### src/rtl/uart_pkg.sv
// Shared UART receive-path types: buffered frame entry and capture FSM states.
package uart_pkg;

    localparam int unsigned UART_DATA_WIDTH = 9;

    typedef struct packed {
        logic                       brk;
        logic                       parity;
        logic [UART_DATA_WIDTH-1:0] data;
    } rx_entry_t;

    typedef enum logic [1:0] {
        IDLE = 2'd0,
        ACK  = 2'd1,
        WAIT = 2'd2
    } rx_fifo_state_t;

endpackage

### src/rtl/uart_fifo_mem.sv
// Register-array FIFO storage with write/read pointers and an asynchronous head read.
module uart_fifo_mem
    import uart_pkg::*;
#(
    parameter int unsigned DEPTH_LOG2 = 4
) (
    input  logic      clk,
    input  logic      rst_n,
    input  logic      wr_en,
    input  rx_entry_t wr_data,
    input  logic      rd_en,
    output rx_entry_t rd_data
);

    localparam int unsigned DEPTH = 2 ** DEPTH_LOG2;

    rx_entry_t             mem [DEPTH];
    logic [DEPTH_LOG2-1:0] wr_ptr;
    logic [DEPTH_LOG2-1:0] rd_ptr;

    // Pointers wrap naturally at the power-of-two depth.
    always_ff @(posedge clk or negedge rst_n) begin
        if (!rst_n) begin
            wr_ptr <= '0;
            rd_ptr <= '0;
        end else begin
            if (wr_en) wr_ptr <= wr_ptr + DEPTH_LOG2'(1);
            if (rd_en) rd_ptr <= rd_ptr + DEPTH_LOG2'(1);
        end
    end

    always_ff @(posedge clk) begin
        if (wr_en) mem[wr_ptr] <= wr_data;
    end

    assign rd_data = mem[rd_ptr];

endmodule

### src/rtl/uart_rx_fifo.sv
// UART receive buffer: acks receiver frames into a FWFT FIFO with level/overrun/timeout irq.
// Optional idle timeout enabled by defining UART_RX_FIFO_TIMEOUT_EN.
module uart_rx_fifo
    import uart_pkg::*;
#(
    parameter int unsigned DEPTH_LOG2    = 4,
    parameter int unsigned TIMEOUT_WIDTH = 16
) (
    input  logic                       clk,
    input  logic                       rst,
    input  logic [UART_DATA_WIDTH-1:0] rxData,
    input  logic                       rxValid,
    input  logic                       rxParityError,
    input  logic                       rxBreak,
    input  logic                       rxOverflow,
    output logic                       rxAck,
    output logic [UART_DATA_WIDTH-1:0] rdData,
    output logic                       rdParityError,
    output logic                       rdBreak,
    output logic                       rdValid,
    input  logic                       rdEn,
    output logic [DEPTH_LOG2:0]        level,
    output logic                       full,
    input  logic [DEPTH_LOG2:0]        threshold,
    input  logic [TIMEOUT_WIDTH-1:0]   timeoutCycles,
    output logic                       overrun,
    input  logic                       clearOverrun,
    output logic                       irq
);

    localparam int unsigned DEPTH = 2 ** DEPTH_LOG2;
    localparam int unsigned LW    = DEPTH_LOG2 + 1;

    rx_fifo_state_t state;
    rx_entry_t      wr_entry;
    rx_entry_t      head;
    logic           pending;
    logic           push;
    logic           pop;
    logic [LW-1:0]  level_next;
    logic           level_irq_next;
    logic           overrun_next;
    logic           timeout_flag;
    logic           timeout_next;

    assign pending = rxValid || rxBreak;
    assign pop     = rdEn && rdValid;
    // A full FIFO can still take a frame when the head leaves in the same cycle.
    assign push    = (state == IDLE) && pending && (!full || pop);

    assign wr_entry = '{brk: rxBreak, parity: rxParityError,
                        data: rxValid ? rxData : '0};

    uart_fifo_mem #(
        .DEPTH_LOG2(DEPTH_LOG2)
    ) u_mem (
        .clk    (clk),
        .rst_n  (rst),
        .wr_en  (push),
        .wr_data(wr_entry),
        .rd_en  (pop),
        .rd_data(head)
    );

    assign rdData        = rdValid ? head.data : '0;
    assign rdParityError = rdValid && head.parity;
    assign rdBreak       = rdValid && head.brk;

    always_comb begin
        level_next = level;
        case ({push, pop})
            2'b10:   level_next = level + LW'(1);
            2'b01:   level_next = level - LW'(1);
            default: level_next = level;
        endcase
    end

    assign level_irq_next = (threshold != '0) && (level_next >= threshold);
    assign overrun_next   = rxOverflow || (overrun && !clearOverrun);

`ifdef UART_RX_FIFO_TIMEOUT_EN
    logic [TIMEOUT_WIDTH-1:0] idle_cnt;
    logic [TIMEOUT_WIDTH-1:0] idle_cnt_next;

    // Idle counter saturates so a stale entry cannot re-trigger after wrap.
    always_comb begin
        idle_cnt_next = '0;
        timeout_next  = timeout_flag;
        if (rdValid && !push && !pop) begin
            idle_cnt_next = (idle_cnt == '1) ? idle_cnt : idle_cnt + TIMEOUT_WIDTH'(1);
        end
        if (pop || (level_next == '0)) begin
            timeout_next = 1'b0;
        end else if ((timeoutCycles != '0) && (idle_cnt_next == timeoutCycles)) begin
            timeout_next = 1'b1;
        end
    end

    always_ff @(posedge clk or negedge rst) begin
        if (!rst) idle_cnt <= '0;
        else      idle_cnt <= idle_cnt_next;
    end
`else
    logic unused_timeout;
    assign unused_timeout = ^timeoutCycles;
    assign timeout_next   = 1'b0;
`endif

    // Capture FSM: accept, pulse ack, then wait for the receiver to drop its levels.
    always_ff @(posedge clk or negedge rst) begin
        if (!rst) begin
            state <= IDLE;
            rxAck <= 1'b0;
        end else begin
            rxAck <= 1'b0;
            case (state)
                IDLE: begin
                    if (push) begin
                        state <= ACK;
                        rxAck <= 1'b1;
                    end
                end
                ACK:     state <= WAIT;
                WAIT: begin
                    if (!rxValid && !rxBreak) state <= IDLE;
                end
                default: state <= IDLE;
            endcase
        end
    end

    // Status registers are loaded from next-state values so irq tracks level in the same cycle.
    always_ff @(posedge clk or negedge rst) begin
        if (!rst) begin
            level        <= '0;
            rdValid      <= 1'b0;
            full         <= 1'b0;
            overrun      <= 1'b0;
            timeout_flag <= 1'b0;
            irq          <= 1'b0;
        end else begin
            level        <= level_next;
            rdValid      <= (level_next != '0);
            full         <= (level_next == LW'(DEPTH));
            overrun      <= overrun_next;
            timeout_flag <= timeout_next;
            irq          <= level_irq_next || timeout_next || overrun_next;
        end
    end

endmodule

### config.mk
export PLATFORM = sky130hd
export DESIGN_NAME = uart_rx_fifo
export DESIGN_NICKNAME = d
export VERILOG_FILES = /design/src/rtl/uart_pkg.sv /design/src/rtl/uart_fifo_mem.sv /design/src/rtl/uart_rx_fifo.sv
export SDC_FILE = /design/constraint.sdc
export NUM_CORES = 1
export LEC_CHECK = 0
export ABC_CLOCK_PERIOD_IN_PS = 3100
export CORE_ASPECT_RATIO = 1.25
export CORE_MARGIN = 2
export CORE_UTILIZATION = 49
export CTS_BUF_LIST = sky130_fd_sc_hd__clkbuf_4
export CTS_CLUSTER_SIZE = 16
export DETAILED_ROUTE_END_ITERATION = 10
export PLACE_DENSITY_LB_ADDON = 0.05
export SLEW_MARGIN = 30
export SYNTH_ARGS = -nofsm -noshare
export SYNTH_HDL_FRONTEND = slang
export SYNTH_SLANG_ARGS = --single-unit
### constraint.sdc
create_clock -name clk -period 3.1 [get_ports clk]
set_input_delay 0.62 -clock clk [delete_from_list [all_inputs] [get_ports clk]]
set_output_delay 0.62 -clock clk [all_outputs]
set_load 0.01 [all_outputs]
==> flow_metrics.tcl <==
set metrics [dict create \
    finalSetupViolations 0 \
    hold_buffers 0 \
    routed_wl_mm 15.4 \
    start_util_pct 49.6 \
    antenna_found_initial 1 \
    ys.flop_type "edfxtp_1" \
    synth-async-reset-ratio_pct 10.2 \
    fp.dieH_um 147 \
    layoutNonFillerInstCount 758 \
    rsz0062_at_grt "true" \
    grt_pass1_wl_mm 24.0 \
    period_minus_slack_ns 3.04 \
    grt_pass1_vias 4295 \
    worst_path_max_delay_cell "dfrtp_2" \
    p_per_area_mw_per_mm2 882 \
    seqCellArea_mm2 0.00579 \
    worst_ep_required_time_ns 2.48 \
    p_leak_nw 3.36 \
    synth_top_cell_by_area "edfxtp_1" \
    ant_nets 0 \
    endpoint_kind "output port" \
    crit_type "reg -> out" \
    tns_ns 0 \
    synth_area_mm2 0.00798 \
    syn_area_per_cell_um2 19.1 \
    synth.top_cells.by_count "176 x edfxtp_1, 44 x mux4_2, 25 x mux2i_1" \
    synth_edf_count 176 \
    synth_area_leaders "edfxtp_1 66%, mux4_2 12%, dfrtp_1 6.3%, mux2i_1 3.1%, ha_1 2.0%" \
    hpwl_mm 10.5 \
    design_area_mm2 0.00957 \
    htree_levels 4 \
    worstMarginPinSlew_ns 0.581 \
    drive_gt1_share_pct 32.7 \
    dpl.cell_count 706 \
    cts_buffers 17 \
    synthesis.instances 417 \
    yosysWarnings 0 \
    max_freq_ghz 0.329 \
    setup_slack_ns 0.0638 \
    cts-root-buf "clkbuf_4" \
    clockBufferDepth 2 \
    holdCritPathClass "in -> async" \
    crit_chain "buf_12 -> buf_12 -> buf_12 -> buf_12 -> mux4_2 -> mux2i_1 -> o22ai_1 -> buf_2" \
    critPathMaxStageDelay_ns 0.47 \
    drc 0 \
    dr.pass1.iters 4 \
    vias_per_cell 5.43 \
    synthMostInstantiatedCell "edfxtp_1" \
    slew_headroom_pct 61.2 \
    grt_usage_pct 18.8 \
    area_growth_pct 20.0 \
    vdd_drop_max_mv 0.552 \
    num_vias 4117 \
    grt_max_degree 36 \
    multi_input_area_mm2 0.00215 \
    critPathMostFrequentCell "buf_12" \
    fin_util_pct 59.6 \
    drv_cap 0 \
    maxSlewViolCount 0 \
    path_clk_slew_ns 0.15 \
    yosysUniqueCellTypes 37 \
    fin_crit_sh_pct 97.9 \
    ioPinCount 59 \
    synth_top_area_share_pct 66.2 \
    cp-start-kind "flip-flop" \
    insertion_delay_ns 0.57 \
    place_area_mm2 0.00907 \
    arrival_ns 2.42 \
    ys_seq_area_share_pct 72.5 \
    port_buffers 42 \
    clock_skew_ns 0.0103 \
    num-nets-final 580 \
    routedWlPerCell_um 20.3 \
    fill_cells 1250 \
    pre_cts_ws_ns -0.782 \
    critPathMaxFanout 5 \
    rows 52 \
    core_mm2 0.0161 \
    syn_nets 468 \
    gr-total-overflow 0 \
    die_area_mm2 0.0173 \
    cts.sinks 196 \
    outcome "finished, final reports clean" \
    ys_seq_elements 196 \
    dr.first_iter.drc_count 305 \
    cts_tree "built" \
    hold_viol_final 0 \
    gp_routability_congestion 0.749 \
    die_x_um 118 \
]
==> logic make-up (layout without fill, tap and decap cells) <==
| family | count (synthesis) | in the layout | synth area share, % |
|---|---|---|---|
| DFF | 196 | 196 | 72.5 |
| xor gates and xnor gates | 11 | 11 | 1.21 |
| buffers and inverters | 35 | 159 | 1.80 |
| AOI/OAI and AO/OA | 29 | 29 | 2.48 |
| and+or+nand+nor | 63 | 63 | 4.27 |
| muxes | 70 | 70 | 15.7 |
| adders and majority gates | 13 | 13 | 2.04 |
| other | 0 | 1 | 0 |
==> final cells by class <==
type,count,share of cell area [%]
Antenna cell,1,0.0261
Clock inverter,13,1.14
Multi-Input combinational cell,186,22.5
Timing Repair Buffer,114,11.1
Clock buffer,18,1.41
Tap cell,216,2.82
Inverter,14,0.549
Sequential cell,196,60.5
==> state kept, by name (all words and copies together), names as in the netlist <==
register and flops:
u_mem.rd_ptr 4, u_mem.mem 176, rdValid 1, overrun 1
irq 1, rxAck 1, full 1, state 2
u_mem.wr_ptr 4, level 5
==> worst paths after layout <==
kind	start	endpoint	slack (ns)	depth (start not counted)
hold / removal	rst	u_mem.rd_ptr[3]	0.37	2
setup / recovery	u_mem.rd_ptr[0]	rdData[2]	0.06	8
max in group asynchronous	rst	u_mem.rd_ptr[0]	2.50	2
setup reg to reg	full	irq	0.17	13
min in group clk	rdEn	u_mem.rd_ptr[0]	0.47	4
hold reg to reg	state[0]	state[0]	0.57	1
==> what timing repair did <==
item	in CTS	in global routing
pin swaps	6	13
setup buffers	16	4
resized for setup	52	13
cloned	0	0
endpoints found under the setup margin	12	11
==> per-stage QoR <==
step	power, mW	hold slack (ns)
2_1_floorplan	5.54	0.324
3_3_place_gp	6.93	0.537
3_5_place_dp	6.98	0.558
4_1_cts	8.41	0.327
5_1_grt	8.93	0.330
6_report	8.45	0.366
==> per-layer routing <==
layer / vias up / global-route usage, % / wire (µm)
met5: - / 0 / 0
met3: 15 / 4.02 / 626
met4: 0 / 6.63 / 231
met1: 2134 / 25.3 / 6550
met2: 82 / 30.6 / 8010
li1: 1886 / - / -
==> worst max-delay path, delay by kind of cell (launching register included) <==
| kind | cells | cell delay [ns] |
|---|---|---|
| compound gates | 1 | 0.11 |
| buf+inv | 5 | 0.68 |
| flops | 1 | 0.47 |
| mux | 2 | 0.58 |
==> placed cells by master (no fill, tap or decap), types with 3 or more instances in the layout <==
cell             netlist  final
edfxtp_1             176    176
mux2i_2                0      6
a31oi_1                4      3
nand2b_1               5      5
mux2i_1               25     18
clkinvlp_4             0      3
clkbuf_4               0     18
buf_4                  1     57
and2_1                 9      9
buf_2                  7      8
inv_6                  0      3
xnor2_1                8      8
ha_1                  13     10
nand2_1               10      9
mux4_2                44     44
clkinv_1               0      3
clkdlybuf4s50_1        0     28
inv_1                 14     14
o21ai_0                5      5
dlymetal6s2s_1         0      3
a21oi_1                4      3
xor2_1                 3      3
buf_6                  0      4
nor3_2                 0      5
dfrtp_1               20     18
nor2b_1                3      3
o22ai_1               11     10
buf_12                 0      9
nor2_1                17     17
==> power breakdown <==
group | internal [mW] | switching [mW]
combinational | 2.02 | 1.77
sequential | 3.21 | 0.222
clock | 0.400 | 0.822
Power figures use the tool's default switching activity.
